===== src/rtl/branch_checkpoint_buffer_if.sv =====
`default_nettype none
// ============================================================================
// Module      : branch_checkpoint_buffer_if
// Description : Bus between rename/recovery and the branch checkpoint buffer.
// Revision    : 1.0  initial release
// ============================================================================
interface branch_checkpoint_buffer_if #(
    parameter int BRANCH_NUM = 4,
    parameter int REG_NUM    = 32,
    parameter int PHYS_W     = 6,
    parameter int AL_W       = 6
);
    localparam int c_PTR_W = $clog2(BRANCH_NUM);

    logic                                alloc_valid;
    logic [AL_W-1:0]                     alloc_branch_id;
    logic [PHYS_W-1:0]                   alloc_free_head;
    logic [REG_NUM*PHYS_W-1:0]           alloc_map;
    logic                                alloc_ready;
    logic                                ds_valid_in;
    logic                                resolve_valid;
    logic [AL_W-1:0]                     resolve_branch_id;
    logic                                resolve_miss;
    logic [BRANCH_NUM-1:0]               recover_valid;
    logic [c_PTR_W-1:0]                  recover_write_pointer;
    logic [BRANCH_NUM-1:0]               cp_valid;
    logic [BRANCH_NUM*AL_W-1:0]          cp_branch_id;
    logic [BRANCH_NUM*PHYS_W-1:0]        cp_free_head;
    logic [BRANCH_NUM*REG_NUM*PHYS_W-1:0] cp_map;
    logic [BRANCH_NUM-1:0]               cp_ds_valid;
    logic [c_PTR_W-1:0]                  cp_write_pointer;
    logic                                await_ds;
    logic [c_PTR_W:0]                    count;

    modport master (
        output alloc_valid, alloc_branch_id, alloc_free_head, alloc_map,
        output ds_valid_in, resolve_valid, resolve_branch_id, resolve_miss,
        output recover_valid, recover_write_pointer,
        input  alloc_ready, cp_valid, cp_branch_id, cp_free_head, cp_map,
        input  cp_ds_valid, cp_write_pointer, await_ds, count
    );

    modport slave (
        input  alloc_valid, alloc_branch_id, alloc_free_head, alloc_map,
        input  ds_valid_in, resolve_valid, resolve_branch_id, resolve_miss,
        input  recover_valid, recover_write_pointer,
        output alloc_ready, cp_valid, cp_branch_id, cp_free_head, cp_map,
        output cp_ds_valid, cp_write_pointer, await_ds, count
    );
endinterface
`default_nettype wire


===== src/rtl/branch_checkpoint_buffer.sv =====
`default_nettype none
// ============================================================================
// Module      : branch_checkpoint_buffer
// Description : Circular store of per-branch recovery checkpoints.
//               Optional macro BRANCH_CKPT_RESOLVE_FWD_EN lets an allocation
//               reuse a full slot that a correct resolve frees the same cycle.
// Revision    : 1.0  initial release
// ============================================================================
module branch_checkpoint_buffer #(
    parameter int BRANCH_NUM = 4,
    parameter int REG_NUM    = 32,
    parameter int PHYS_W     = 6,
    parameter int AL_W       = 6
) (
    input  wire logic                   clk,
    input  wire logic                   rst,
    branch_checkpoint_buffer_if.slave   bus
);
    localparam int c_PTR_W = $clog2(BRANCH_NUM);
    localparam int c_CNT_W = c_PTR_W + 1;
    localparam int c_MAP_W = REG_NUM * PHYS_W;

    localparam logic [0:0] c_ST_IDLE     = 1'b0;
    localparam logic [0:0] c_ST_AWAIT_DS = 1'b1;

    logic [0:0]                      r_state;
    logic [BRANCH_NUM-1:0]           r_valid;
    logic [BRANCH_NUM-1:0]           r_ds;
    logic [c_PTR_W-1:0]              r_wp;
    logic [c_PTR_W-1:0]              r_last;
    logic [c_CNT_W-1:0]              r_count;
    logic [BRANCH_NUM*AL_W-1:0]      r_id;
    logic [BRANCH_NUM*PHYS_W-1:0]    r_fh;
    logic [BRANCH_NUM*c_MAP_W-1:0]   r_map;

    logic [BRANCH_NUM-1:0]           w_hit;
    logic                            w_miss;
    logic                            w_fix;
    logic                            w_slot_free;
    logic                            w_alloc_ready;
    logic                            w_alloc;
    logic [BRANCH_NUM-1:0]           w_valid_nxt;
    logic [c_CNT_W-1:0]              w_count_nxt;

    assign w_miss = bus.resolve_valid && bus.resolve_miss;
    assign w_fix  = bus.resolve_valid && !bus.resolve_miss;

    generate
        for (genvar gi = 0; gi < BRANCH_NUM; gi++) begin : g_hit
            assign w_hit[gi] = w_fix && r_valid[gi] &&
                               (r_id[gi*AL_W +: AL_W] == bus.resolve_branch_id);
        end
    endgenerate

`ifdef BRANCH_CKPT_RESOLVE_FWD_EN
    assign w_slot_free = !r_valid[r_wp] || w_hit[r_wp];
`else
    assign w_slot_free = !r_valid[r_wp];
`endif

    assign w_alloc_ready = w_slot_free && !w_miss && (r_state == c_ST_IDLE);
    assign w_alloc       = bus.alloc_valid && w_alloc_ready;

    // Resolve clears are applied before the allocation sets its bit, so a
    // forwarded reuse of the same slot ends up valid.
    always_comb begin
        w_valid_nxt = r_valid;
        if (w_miss) begin
            w_valid_nxt = bus.recover_valid;
        end else begin
            w_valid_nxt = r_valid & ~w_hit;
            if (w_alloc) begin
                w_valid_nxt[r_wp] = 1'b1;
            end
        end
    end

    always_comb begin
        w_count_nxt = '0;
        for (int i = 0; i < BRANCH_NUM; i++) begin
            w_count_nxt = w_count_nxt + c_CNT_W'(w_valid_nxt[i]);
        end
    end

    always_ff @(posedge clk) begin
        if (rst) begin
            r_state <= c_ST_IDLE;
            r_valid <= '0;
            r_ds    <= '0;
            r_wp    <= '0;
            r_last  <= '0;
            r_count <= '0;
        end else begin
            r_valid <= w_valid_nxt;
            r_count <= w_count_nxt;
            if (w_miss) begin
                r_wp    <= bus.recover_write_pointer;
                r_state <= c_ST_IDLE;
            end else begin
                case (r_state)
                    c_ST_IDLE: begin
                        if (w_alloc) begin
                            r_ds[r_wp] <= 1'b0;
                            r_last     <= r_wp;
                            r_wp       <= r_wp + 1'b1;
                            r_state    <= c_ST_AWAIT_DS;
                        end
                    end
                    c_ST_AWAIT_DS: begin
                        if (bus.ds_valid_in) begin
                            r_ds[r_last] <= 1'b1;
                            r_state      <= c_ST_IDLE;
                        end else if (bus.alloc_valid) begin
                            // A non-delay-slot instruction arrived; it retries from IDLE.
                            r_state <= c_ST_IDLE;
                        end
                    end
                    default: r_state <= c_ST_IDLE;
                endcase
            end
        end
    end

    // Payload has no reset; it only ever changes on a successful allocation.
    always_ff @(posedge clk) begin
        if (!rst && w_alloc) begin
            r_id[r_wp*AL_W +: AL_W]        <= bus.alloc_branch_id;
            r_fh[r_wp*PHYS_W +: PHYS_W]    <= bus.alloc_free_head;
            r_map[r_wp*c_MAP_W +: c_MAP_W] <= bus.alloc_map;
        end
    end

    assign bus.alloc_ready      = w_alloc_ready;
    assign bus.cp_valid         = r_valid;
    assign bus.cp_branch_id     = r_id;
    assign bus.cp_free_head     = r_fh;
    assign bus.cp_map           = r_map;
    assign bus.cp_ds_valid      = r_ds;
    assign bus.cp_write_pointer = r_wp;
    assign bus.await_ds         = (r_state == c_ST_AWAIT_DS);
    assign bus.count            = r_count;
endmodule
`default_nettype wire


===== src/flat_wrapper.sv =====
// flat-port wrapper written by rule: the top's interface ports become plain ports
module branch_checkpoint_buffer_flat 
#(
    parameter int BRANCH_NUM = 4,
    parameter int REG_NUM    = 32,
    parameter int PHYS_W     = 6,
    parameter int AL_W       = 6
)
  (clk, rst, bus_alloc_valid, bus_alloc_branch_id, bus_alloc_free_head, bus_alloc_map, bus_ds_valid_in, bus_resolve_valid, bus_resolve_branch_id, bus_resolve_miss, bus_recover_valid, bus_recover_write_pointer, bus_alloc_ready, bus_cp_valid, bus_cp_branch_id, bus_cp_free_head, bus_cp_map, bus_cp_ds_valid, bus_cp_write_pointer, bus_await_ds, bus_count);
  branch_checkpoint_buffer_if #(.BRANCH_NUM(BRANCH_NUM), .REG_NUM(REG_NUM), .PHYS_W(PHYS_W), .AL_W(AL_W)) bus_i ();
  input  wire logic clk;
  input  wire logic rst;
  input wire logic [$bits(bus_i.alloc_valid)-1:0] bus_alloc_valid;
  input wire logic [$bits(bus_i.alloc_branch_id)-1:0] bus_alloc_branch_id;
  input wire logic [$bits(bus_i.alloc_free_head)-1:0] bus_alloc_free_head;
  input wire logic [$bits(bus_i.alloc_map)-1:0] bus_alloc_map;
  input wire logic [$bits(bus_i.ds_valid_in)-1:0] bus_ds_valid_in;
  input wire logic [$bits(bus_i.resolve_valid)-1:0] bus_resolve_valid;
  input wire logic [$bits(bus_i.resolve_branch_id)-1:0] bus_resolve_branch_id;
  input wire logic [$bits(bus_i.resolve_miss)-1:0] bus_resolve_miss;
  input wire logic [$bits(bus_i.recover_valid)-1:0] bus_recover_valid;
  input wire logic [$bits(bus_i.recover_write_pointer)-1:0] bus_recover_write_pointer;
  output wire logic [$bits(bus_i.alloc_ready)-1:0] bus_alloc_ready;
  output wire logic [$bits(bus_i.cp_valid)-1:0] bus_cp_valid;
  output wire logic [$bits(bus_i.cp_branch_id)-1:0] bus_cp_branch_id;
  output wire logic [$bits(bus_i.cp_free_head)-1:0] bus_cp_free_head;
  output wire logic [$bits(bus_i.cp_map)-1:0] bus_cp_map;
  output wire logic [$bits(bus_i.cp_ds_valid)-1:0] bus_cp_ds_valid;
  output wire logic [$bits(bus_i.cp_write_pointer)-1:0] bus_cp_write_pointer;
  output wire logic [$bits(bus_i.await_ds)-1:0] bus_await_ds;
  output wire logic [$bits(bus_i.count)-1:0] bus_count;
  assign bus_i.alloc_valid = bus_alloc_valid;
  assign bus_i.alloc_branch_id = bus_alloc_branch_id;
  assign bus_i.alloc_free_head = bus_alloc_free_head;
  assign bus_i.alloc_map = bus_alloc_map;
  assign bus_i.ds_valid_in = bus_ds_valid_in;
  assign bus_i.resolve_valid = bus_resolve_valid;
  assign bus_i.resolve_branch_id = bus_resolve_branch_id;
  assign bus_i.resolve_miss = bus_resolve_miss;
  assign bus_i.recover_valid = bus_recover_valid;
  assign bus_i.recover_write_pointer = bus_recover_write_pointer;
  assign bus_alloc_ready = bus_i.alloc_ready;
  assign bus_cp_valid = bus_i.cp_valid;
  assign bus_cp_branch_id = bus_i.cp_branch_id;
  assign bus_cp_free_head = bus_i.cp_free_head;
  assign bus_cp_map = bus_i.cp_map;
  assign bus_cp_ds_valid = bus_i.cp_ds_valid;
  assign bus_cp_write_pointer = bus_i.cp_write_pointer;
  assign bus_await_ds = bus_i.await_ds;
  assign bus_count = bus_i.count;
  branch_checkpoint_buffer #(.BRANCH_NUM(BRANCH_NUM), .REG_NUM(REG_NUM), .PHYS_W(PHYS_W), .AL_W(AL_W)) u_core (.clk(clk), .rst(rst), .bus(bus_i));
endmodule

===== config.mk =====
export PLATFORM = sky130hd
export DESIGN_NAME = branch_checkpoint_buffer_flat
export DESIGN_NICKNAME = d
export VERILOG_FILES = /design/src/rtl/branch_checkpoint_buffer_if.sv /design/src/rtl/branch_checkpoint_buffer.sv /design/src/flat_wrapper.sv
export SDC_FILE = /design/constraint.sdc
export NUM_CORES = 1
export LEC_CHECK = 0
export BUFFER_PORTS_ARGS = -buffer_cell sky130_fd_sc_hd__buf_2
export CORE_AREA = 2 2 406 408
export DETAILED_ROUTE_END_ITERATION = 10
export DIE_AREA = 0 0 408 410
export GPL_ROUTABILITY_DRIVEN = 0
export GPL_TIMING_DRIVEN = 1
export HOLD_SLACK_MARGIN = 0.1
export SETUP_SLACK_MARGIN = 0.1
export SYNTH_ARGS = -nofsm -noshare
export SYNTH_HDL_FRONTEND = slang
export SYNTH_SLANG_ARGS = --single-unit

===== constraint.sdc =====
create_clock -name clk -period 7.5 [get_ports clk]
set_input_delay 1.125 -clock clk [delete_from_list [all_inputs] [get_ports clk]]
set_output_delay 1.125 -clock clk [all_outputs]
set_load 0.01 [all_outputs]

# ---- Yosys cells after proc, flatten, opt, wreduce, memory -nomap -nowiden
# Index checks and enable logic that the tools add are counted.
dict set report word_totals {
  ff_bits 832
  inputBits 222
  out_inout_bits 831
  elab_cells 87
}
dict set report op_classes {
  add_sub_neg 6
  multipliers 2
  order_cmp 4
  n_eq_ne 7
  shifts 5
  mux 21
  n_bitwise 8
  n_reduce_logical 25
}
# cell count
set ops {}
lappend ops {{$bwmux W768} 1}
lappend ops {{$shift A192 B34 Y768 const A} 1}
lappend ops {{$shiftx A192 B34 Y768} 1}
lappend ops {{$shiftx A6 B34 Y24} 2}
lappend ops {{$bwmux W24} 2}
lappend ops {{$neg A10 Y34} 1}
lappend ops {{$neg A5 Y34} 1}
lappend ops {{$shift A6 B34 Y24 const A} 1}
lappend ops {{$eq A6 B6 Y1} 4}
lappend ops {{$logic_and A1 B1 Y1} 16}
lappend ops {{$mux W4} 4}
lappend ops {{$and A4 B4 Y4} 2}
lappend ops {{$mul A2 B2 Y4 const B} 2}
lappend ops {{$not A4 Y4} 2}
lappend ops {{$or A4 B4 Y4} 2}
lappend ops {{$pmux W4 S2} 1}
lappend ops {{$add A3 B1 Y3} 2}
lappend ops {{$lt A2 B3 Y1 const B} 2}
lappend ops {{$mux W1} 6}
lappend ops {{$mux W2} 3}
lappend ops {{$reduce_and A3 Y1} 2}
lappend ops {{$demux W1 S2} 2}
lappend ops {{$ge A2 B1 Y1 const B} 2}
lappend ops {{$logic_not A1 Y1} 4}
lappend ops {{10 further kinds} 12}

# ---- Depth between registers and ports, before layout
# Gate-level depths: netlist (run 1).
dict set report logic_depth {
  word_depth 12
  mapped_depth 12
  ltp_nobuf 8
}

# ---- Worst setup path after synthesis (run 1)
# OpenSTA, ideal clock, no wires.
dict set report synth_timing {
  path_kind {input -> register}
  startpoint {in bus_resolve_valid}
  endpoint {reg u_core.r_id[10] (netlist: u_core.bus.cp_branch_id[10]) (enable)}
  setup_ps 591
  arrival_time_ps 6434
  required_ps 6909
  setup_slack_ps 474
  cell_stages 4
  path_buffers 1
  cell_sequence {and2_1 -> clkbuf_1 -> nor3_4 -> and3_1}
}
dict set report synth_via {
  elab_chain_len 6
}
# element line_no
set synth_lines {}
lappend synth_lines {{from (decl)} flat_wrapper.sv:18} ;# input wire logic [$bits(bus_i.resolve_valid)-1:0] bus_resolve_valid;
lappend synth_lines {{$logic_and A1 B1 Y1} branch_checkpoint_buffer.sv:45} ;# assign w_miss = bus.resolve_valid && bus.resolve_miss;
lappend synth_lines {{$logic_not A1 Y1} branch_checkpoint_buffer.sv:61} ;# assign w_alloc_ready = w_slot_free && !w_miss && (r_state == c_ST_IDLE);
lappend synth_lines {{$logic_and A1 B1 Y1 (2 in a row)} branch_checkpoint_buffer.sv:61}
lappend synth_lines {{$logic_and A1 B1 Y1} branch_checkpoint_buffer.sv:62} ;# assign w_alloc = bus.alloc_valid && w_alloc_ready;
lappend synth_lines {{$logic_and A1 B1 Y1} branch_checkpoint_buffer.sv:126} ;# if (!rst && w_alloc) begin
lappend synth_lines {{to (signal, indexed assignment)} branch_checkpoint_buffer.sv:127} ;# r_id[r_wp*AL_W +: AL_W] <= bus.alloc_branch_id;
lappend synth_lines {{to (decl)} branch_checkpoint_buffer.sv:32} ;# logic [BRANCH_NUM*AL_W-1:0] r_id;
# Every way passes these cells.
# A chain may end at the register's enable or synchronous reset.

# ---- Worst setup path after layout (run 1)
dict set report layout_timing {
  startpoint {reg u_core.r_wp[0] (netlist: u_core.bus.cp_write_pointer[0])}
  endpoint {reg u_core.r_id[17] (netlist: u_core.bus.cp_branch_id[17]) (enable)}
}
dict set report layout_via {
  elab_chain_len 7
}
# element line_no
set layout_lines {}
lappend layout_lines {{from (decl)} branch_checkpoint_buffer.sv:29} ;# logic [c_PTR_W-1:0] r_wp;
lappend layout_lines {{from (signal assigned)} branch_checkpoint_buffer.sv:97} ;# r_wp <= bus.recover_write_pointer;
lappend layout_lines {{from (signal assigned)} branch_checkpoint_buffer.sv:105} ;# r_wp <= r_wp + 1'b1;
lappend layout_lines {{$bmux W1 S2} branch_checkpoint_buffer.sv:58} ;# assign w_slot_free = !r_valid[r_wp];
lappend layout_lines {{$mux W1 (not written as such)} branch_checkpoint_buffer.sv:58}
lappend layout_lines {{$logic_not A1 Y1} branch_checkpoint_buffer.sv:58}
lappend layout_lines {{$logic_and A1 B1 Y1 (2 in a row)} branch_checkpoint_buffer.sv:61}
lappend layout_lines {{$logic_and A1 B1 Y1} branch_checkpoint_buffer.sv:62}
lappend layout_lines {{$logic_and A1 B1 Y1} branch_checkpoint_buffer.sv:126}
# Every way passes these cells. The select of a mux whose other input is x is not followed.

==> results of run 1 <==
-- cell type report --
| cell class | count | area [sq um] | share of cell area [%] |
|---|---|---|---|
| antenna | 9 | 22.5 | 0.0493 |
| clock buffer | 110 | 2520 | 5.51 |
| clock inverter | 66 | 696 | 1.52 |
| inverter | 5 | 22.5 | 0.0493 |
| multi-input combinational | 1616 | 9250 | 20.2 |
| sequential | 832 | 24800 | 54.3 |
| tap | 2189 | 2740 | 5.99 |
| timing repair buffer | 1090 | 5630 | 12.3 |
-- cells in the final DEF (no fill, tap or decap), types with 15 or more instances in the layout --
master and instances:
buf_2 1052, edfxtp_1 816, nor2_1 644, and2_1 274, a22oi_1 136, nand2_1 107
clkbuf_16 99, a21oi_1 97, mux2i_1 87, a22o_1 52, a211o_1 33, buf_4 32
o21ai_0 22, clkinv_1 22, o31ai_1 16, o2bb2ai_1 16, xnor2_1 16, dfxtp_1 15
-- registers in the layout, indices dropped and copies added (netlist names) --
signal                       flops
u_core.bus.cp_ds_valid           4
u_core.bus.cp_valid              4
u_core.bus.await_ds              1
u_core.bus.count                 3
u_core.r_last                    2
u_core.bus.cp_write_pointer      2
u_core.bus.cp_map              768
u_core.bus.cp_branch_id         24
u_core.bus.cp_free_head         24
-- cell families (layout without fill, tap and decap cells) --
| kind of cell | Yosys count | after routing | share of synthesized area, % |
|---|---|---|---|
| AO/OA/AOI/OAI | 392 | 392 | 8.04 |
| XOR/XNOR | 25 | 25 | 0.630 |
| adder cells (fa/ha/maj) | 11 | 11 | 0.418 |
| AND/OR/NAND/NOR | 1088 | 1088 | 14.2 |
| multiplexers | 100 | 100 | 2.96 |
| flip-flops | 832 | 832 | 71.5 |
| other | 0 | 9 | 0 |
| buffers and inverters | 208 | 1271 | 2.33 |
-- where the power goes --
group          internal (mW)  leakage, nW  switching [mW]  total (mW)
clock                   2.78         1.55            2.13        4.91
combinational          0.703         6.94            2.04        2.74
sequential              5.34         6.62          0.0554        5.39
total                   8.82         15.1            4.23        13.0
-- worst max-delay path, stage by stage (launching register included) --
cell,delay (ps)
dfxtp_4,360
buf_4,680
mux4_2,670
nor3_4,420
and3_4,850
buf_4,790
-- metrics by stage --
stage          cells  hold WS (ps)  setup slack, ps
3_3_place_gp    5732           450             3200
5_1_grt         5908           490             2960
6_report        5917           472             3230
3_5_place_dp    5732           459             3160
4_1_cts         5908           467             3140
2_1_floorplan   2656           479              474
-- per-layer routing --
metal	wire, um	global-route usage, %	share of wire, %
met3	21300	7.30	11
met2	86800	34.0	44
met1	81500	30.3	41
met4	7020	7.98	3.6
met5	343	0.977	0.17
-- how the worst max path moves through the flow --
stage,startpoint,endpoint,slack [ps]
2_1_floorplan,bus_resolve_valid,u_core.bus.cp_branch_id[10],470
3_3_place_gp,u_core.bus.cp_write_pointer[0],u_core.bus.cp_map[513],3200
3_5_place_dp,u_core.bus.cp_write_pointer[0],u_core.bus.cp_map[513],3160
4_1_cts,u_core.bus.cp_write_pointer[0],u_core.bus.cp_map[524],3140
5_1_grt,u_core.bus.cp_write_pointer[0],u_core.bus.cp_branch_id[17],2960
6_report,u_core.bus.cp_write_pointer[0],u_core.bus.cp_branch_id[17],3230
==> flow_summary.yaml, run 1 <==
yosys:
  ys_seq_elements: 832
  yosysSeqAreaShare_pct: 71.5
  syn_avg_cell_area_sq_um: 13.1
  async_flop_share_pct: 0
  ys_warn_count: 0
  synth_fp_nets: 2889
  netlist-cell-type-count: 48
  synth-edff-count: 816
  postSynthCellCount: 2656
  yosysMostFrequentCell: "edfxtp_1"
  syn_area_sq_um: 34700
  synth.top_cells.by_area: "edfxtp_1, nor2_1, and2_1"
  synth_area_leader_cell: "edfxtp_1"
  synth_top_cells_by_count: "edfxtp_1, nor2_1, and2_1, clkbuf_1, a22oi_1"
  synth.top_cell.area_share_pct: 70.5
  ys_dominant_reg_cell: "edfxtp_1"
layout:
  fill_cells: 17013
  final_util_pct: 27.9
  drive_above_1_share_pct: 34.3
  area.growth.synth_to_final_pct: 31.5
  fin_area_sq_um: 45700
  final_nets: 3876
min_path:
  hp-class: "reg2reg"
  holdPathEnd: "u_core.bus.cp_ds_valid[3]"
  hold_path_depth: 2
  hp-start: "u_core.bus.cp_ds_valid[3]"
clock_network:
  clock-sinks: 832
  clk_pin_slew_ps: 60
  cts_setup_buffers: 0
  clockRootBuffer: "clkbuf_16"
  insertion_delay_ps: 730
  tritoncts: "built"
  cts_buffer_depth: 3
  ctsHtreeMaxLevel: 3
  cts_made_buffers: 98
  postCtsResizedCells: 0
  ctsHoldBuffers: 0
timing:
  worst_pin_slew_ps: 1390
  finalSetupViolations: 0
  slew_viol_final: 0
  finalHoldViolCount: 0
  timing.fmax_mhz: 234
  min_period_ps: 4270
  min_period_over_period_pct: 56.9
  final.setup.tns_ps: 0
  slew_headroom_pct: 7.50
  rsz0062_at_grt: "no"
  skew_ps: 35.9
floorplan:
  pin_count: 1053
  core-area_sq_um: 163000
  die_area_sq_um: 167000
  die_w_um: 408
  start_util_pct: 21.2
  fp.dieH_um: 410
  rows: 149
placement:
  dpl_cell_area_sq_um: 42500
  hpwlAfterDp_um: 146000
  numPortBuffers: 1052
critical_path:
  critical_path_class: "reg2reg"
  end_kind: "register"
  cp.arrival_ps: 4620
  reg2reg_slack_ps: 3230
  timing.rr.start: "u_core.bus.cp_write_pointer[0]"
  rr_worst_depth: 5
  cp-start-kind: "register"
  r2r_end: "u_core.bus.cp_branch_id[17]"
  required_ps: 7850
  worstPathMaxFanout: 76
power_and_ir_drop:
  cellPowerDensity_nw_per_um2: 285
  power_mw: 13.0
  leakage_nw: 15.1
  ir_drop_v: 0.000231
detailed_routing:
  dr.pass1.iters: 7
  drtIter0Drc: 3570
  drt_wl_total_um: 197000
  wl_per_cell_um: 33.3
  ant_nets: 0
  via_count: 27887
  avgViaCountPerCell: 4.71
  drc: 0
global_routing:
  track_usage_pct: 22.6
  grt_max_degree: 131
  grt_overflow: 0
  antenna_found_initial: 40
  grt_pass1_wl_um: 253000
  grt_pass1_vias: 26089
run:
  max_cap_viol_count: 0
run_status:
  outcome: "finished, final reports clean"
Note: power is estimated with default switching activity, not from simulation.
==> inputs of run 2 (changes only) <==
==> constraint.sdc (replaced) <==
create_clock -name clk -period 4.28 [get_ports clk]
set_input_delay 0.642 -clock clk [delete_from_list [all_inputs] [get_ports clk]]
set_output_delay 0.642 -clock clk [all_outputs]
set_load 0.01 [all_outputs]
==> run 2 against run 1 <==
Effect of this change:
- global-route usage increased by 0.43 points
- design area increased by 1.3%
- routed wire length grew 2.0%
- total power up 78%
- worst setup slack worse by 2500 ps
- highest routed layer unchanged
- sequential share of layout area fell by 0.71 points
==> flow_summary.yaml, run 2 (synthesized netlist as in run 1, its figures left out) <==
global_routing:
  grt_pass1_wl_um: 258000
  grt_pass1_vias: 26659
  grt_max_degree: 137
  track_usage_pct: 23.0
  grt_overflow: 0
  antenna_found_initial: 44
layout:
  final_util_pct: 28.3
  area.growth.synth_to_final_pct: 33.3
  drive_above_1_share_pct: 35.2
  layout_common_cells: "buf_2, edfxtp_1, nor2_1"
  fin_area_sq_um: 46300
  final_nets: 3913
  final_common_cell: "buf_2"
  fill_cells: 16917
  seq_area_sq_um: 24800
  multiInputGateArea_sq_um: 9240
  largest_register_ffs: 768
timing:
  holdWs_ps: 205
  finalHoldViolCount: 0
  slew_headroom_pct: 37.2
  min_period_ps: 3560
  rsz0062_at_grt: "no"
  worst_pin_slew_ps: 932
  skew_ps: 34.4
  min_period_over_period_pct: 83.2
  final.setup.worst_slack_ps: 721
  finalSetupViolations: 0
  timing.fmax_mhz: 281
  slew_viol_final: 0
floorplan:
  core-area_sq_um: 163000
  start_util_pct: 21.2
  pin_count: 1053
  die_area_sq_um: 167000
  fp.dieH_um: 410
  rows: 149
  die_w_um: 408
critical_path:
  cp-start-kind: "register"
  timing.rr.start: "u_core.bus.cp_write_pointer[1]"
  path_cells: "inv_1 -> ha_4 -> buf_4 -> buf_4 -> o31ai_1 -> a22oi_1 -> buf_4 -> nor2_1"
  end_kind: "register"
  critical_path_class: "reg2reg"
  worstPathMaxFanout: 34
  cp_top_family: "buffers and inverters"
  reg2reg_slack_ps: 720
  r2r_end: "u_core.bus.cp_map[478]"
  rr_worst_depth: 8
  cp_common_cell: "buf_4"
  cp.arrival_ps: 4020
  required_ps: 4740
  slowest_delay_ps: 650
  path_buf_inv: 4
  cp_slowest_cell: "ha_4"
detailed_routing:
  ant_nets: 0
  drt_wl_total_um: 201000
  drc: 0
  dr.pass1.iters: 6
  wl_per_cell_um: 33.7
  avgViaCountPerCell: 4.76
  drtIter0Drc: 3720
  via_count: 28368
run:
  max_cap_viol_count: 0
min_path:
  hp-class: "in2reg"
  hp-start: "bus_recover_write_pointer[1]"
  holdPathEnd: "u_core.bus.cp_write_pointer[1]"
  hold_path_depth: 3
clock_network:
  clk_pin_slew_ps: 70
  insertion_delay_ps: 760
  clock-sinks: 832
  clockRootBuffer: "clkbuf_16"
  cts_buffer_depth: 3
  cts_setup_buffers: 0
  cts_made_buffers: 97
  ctsHtreeMaxLevel: 3
  tritoncts: "built"
power_and_ir_drop:
  leakage_nw: 15.4
  power_mw: 23.2
  cellPowerDensity_nw_per_um2: 502
  ir_drop_v: 0.000319
placement:
  numPortBuffers: 1052
  dpl_cell_area_sq_um: 42900
  place_worst_setup_slack_ps: 629
  hpwlAfterDp_um: 152000
run_status:
  outcome: "finished, final reports clean"
[run 2: power breakdown]
part           leakage, nW  total [mW]  switching [mW]  internal, mW
Combinational         7.16        4.87            3.56          1.32
Clock                 1.61        8.89            3.87          5.02
Sequential            6.62        9.46           0.112          9.35
[run 2: stage by stage]
stage                     std cells  TNS (ps)
after global routing           5950         0
after global placement         5769         0
after floorplan                2656    -97180
final                          5965         0
after CTS                      5950         0
after detailed placement       5769         0
[run 2: timing repair]
item / CTS / global route
hold buffers: 1 / 0
gates resized for setup: 0 / 0
hold endpoints to repair: 1 / 0
[run 2: layout make-up]
class | count | share of cell area (%)
well taps | 2189 | 5.92
clock buffers | 107 | 5.32
clock inverters | 73 | 1.92
inverters | 5 | 0.0459
multi-input cells | 1616 | 20.0
flip-flops and latches | 832 | 53.6
diodes | 15 | 0.0811
repair buffers | 1128 | 13.1
[run 2: worst reg2reg max path, stage by stage (launching register included)]
cell and delay, ps:
dfxtp_1 560, inv_1 240, ha_4 650, buf_4 500, buf_4 480, o31ai_1 150
a22oi_1 440, buf_4 220, nor2_1 40
[run 2: how the worst max path moves through the flow]
stage,startpoint,endpoint,cells after the start
global placement,u_core.bus.cp_write_pointer[1],u_core.bus.cp_map[478],8
floorplan,u_core.bus.cp_write_pointer[0],u_core.bus.cp_branch_id[10],3
finish,u_core.bus.cp_write_pointer[1],u_core.bus.cp_map[478],8
detailed placement,u_core.bus.cp_write_pointer[1],u_core.bus.cp_map[478],8
CTS,u_core.bus.cp_write_pointer[1],u_core.bus.cp_map[478],8
global route,u_core.bus.cp_write_pointer[1],u_core.bus.cp_map[478],8
[run 2: metal layers]
metal	routed length (um)	vias up	GRT usage, %
li1	-	11649	-
met1	84800	14439	31.2
met2	86900	1933	34.2
met3	20400	331	6.69
met4	8730	16	9.67
met5	113	-	0
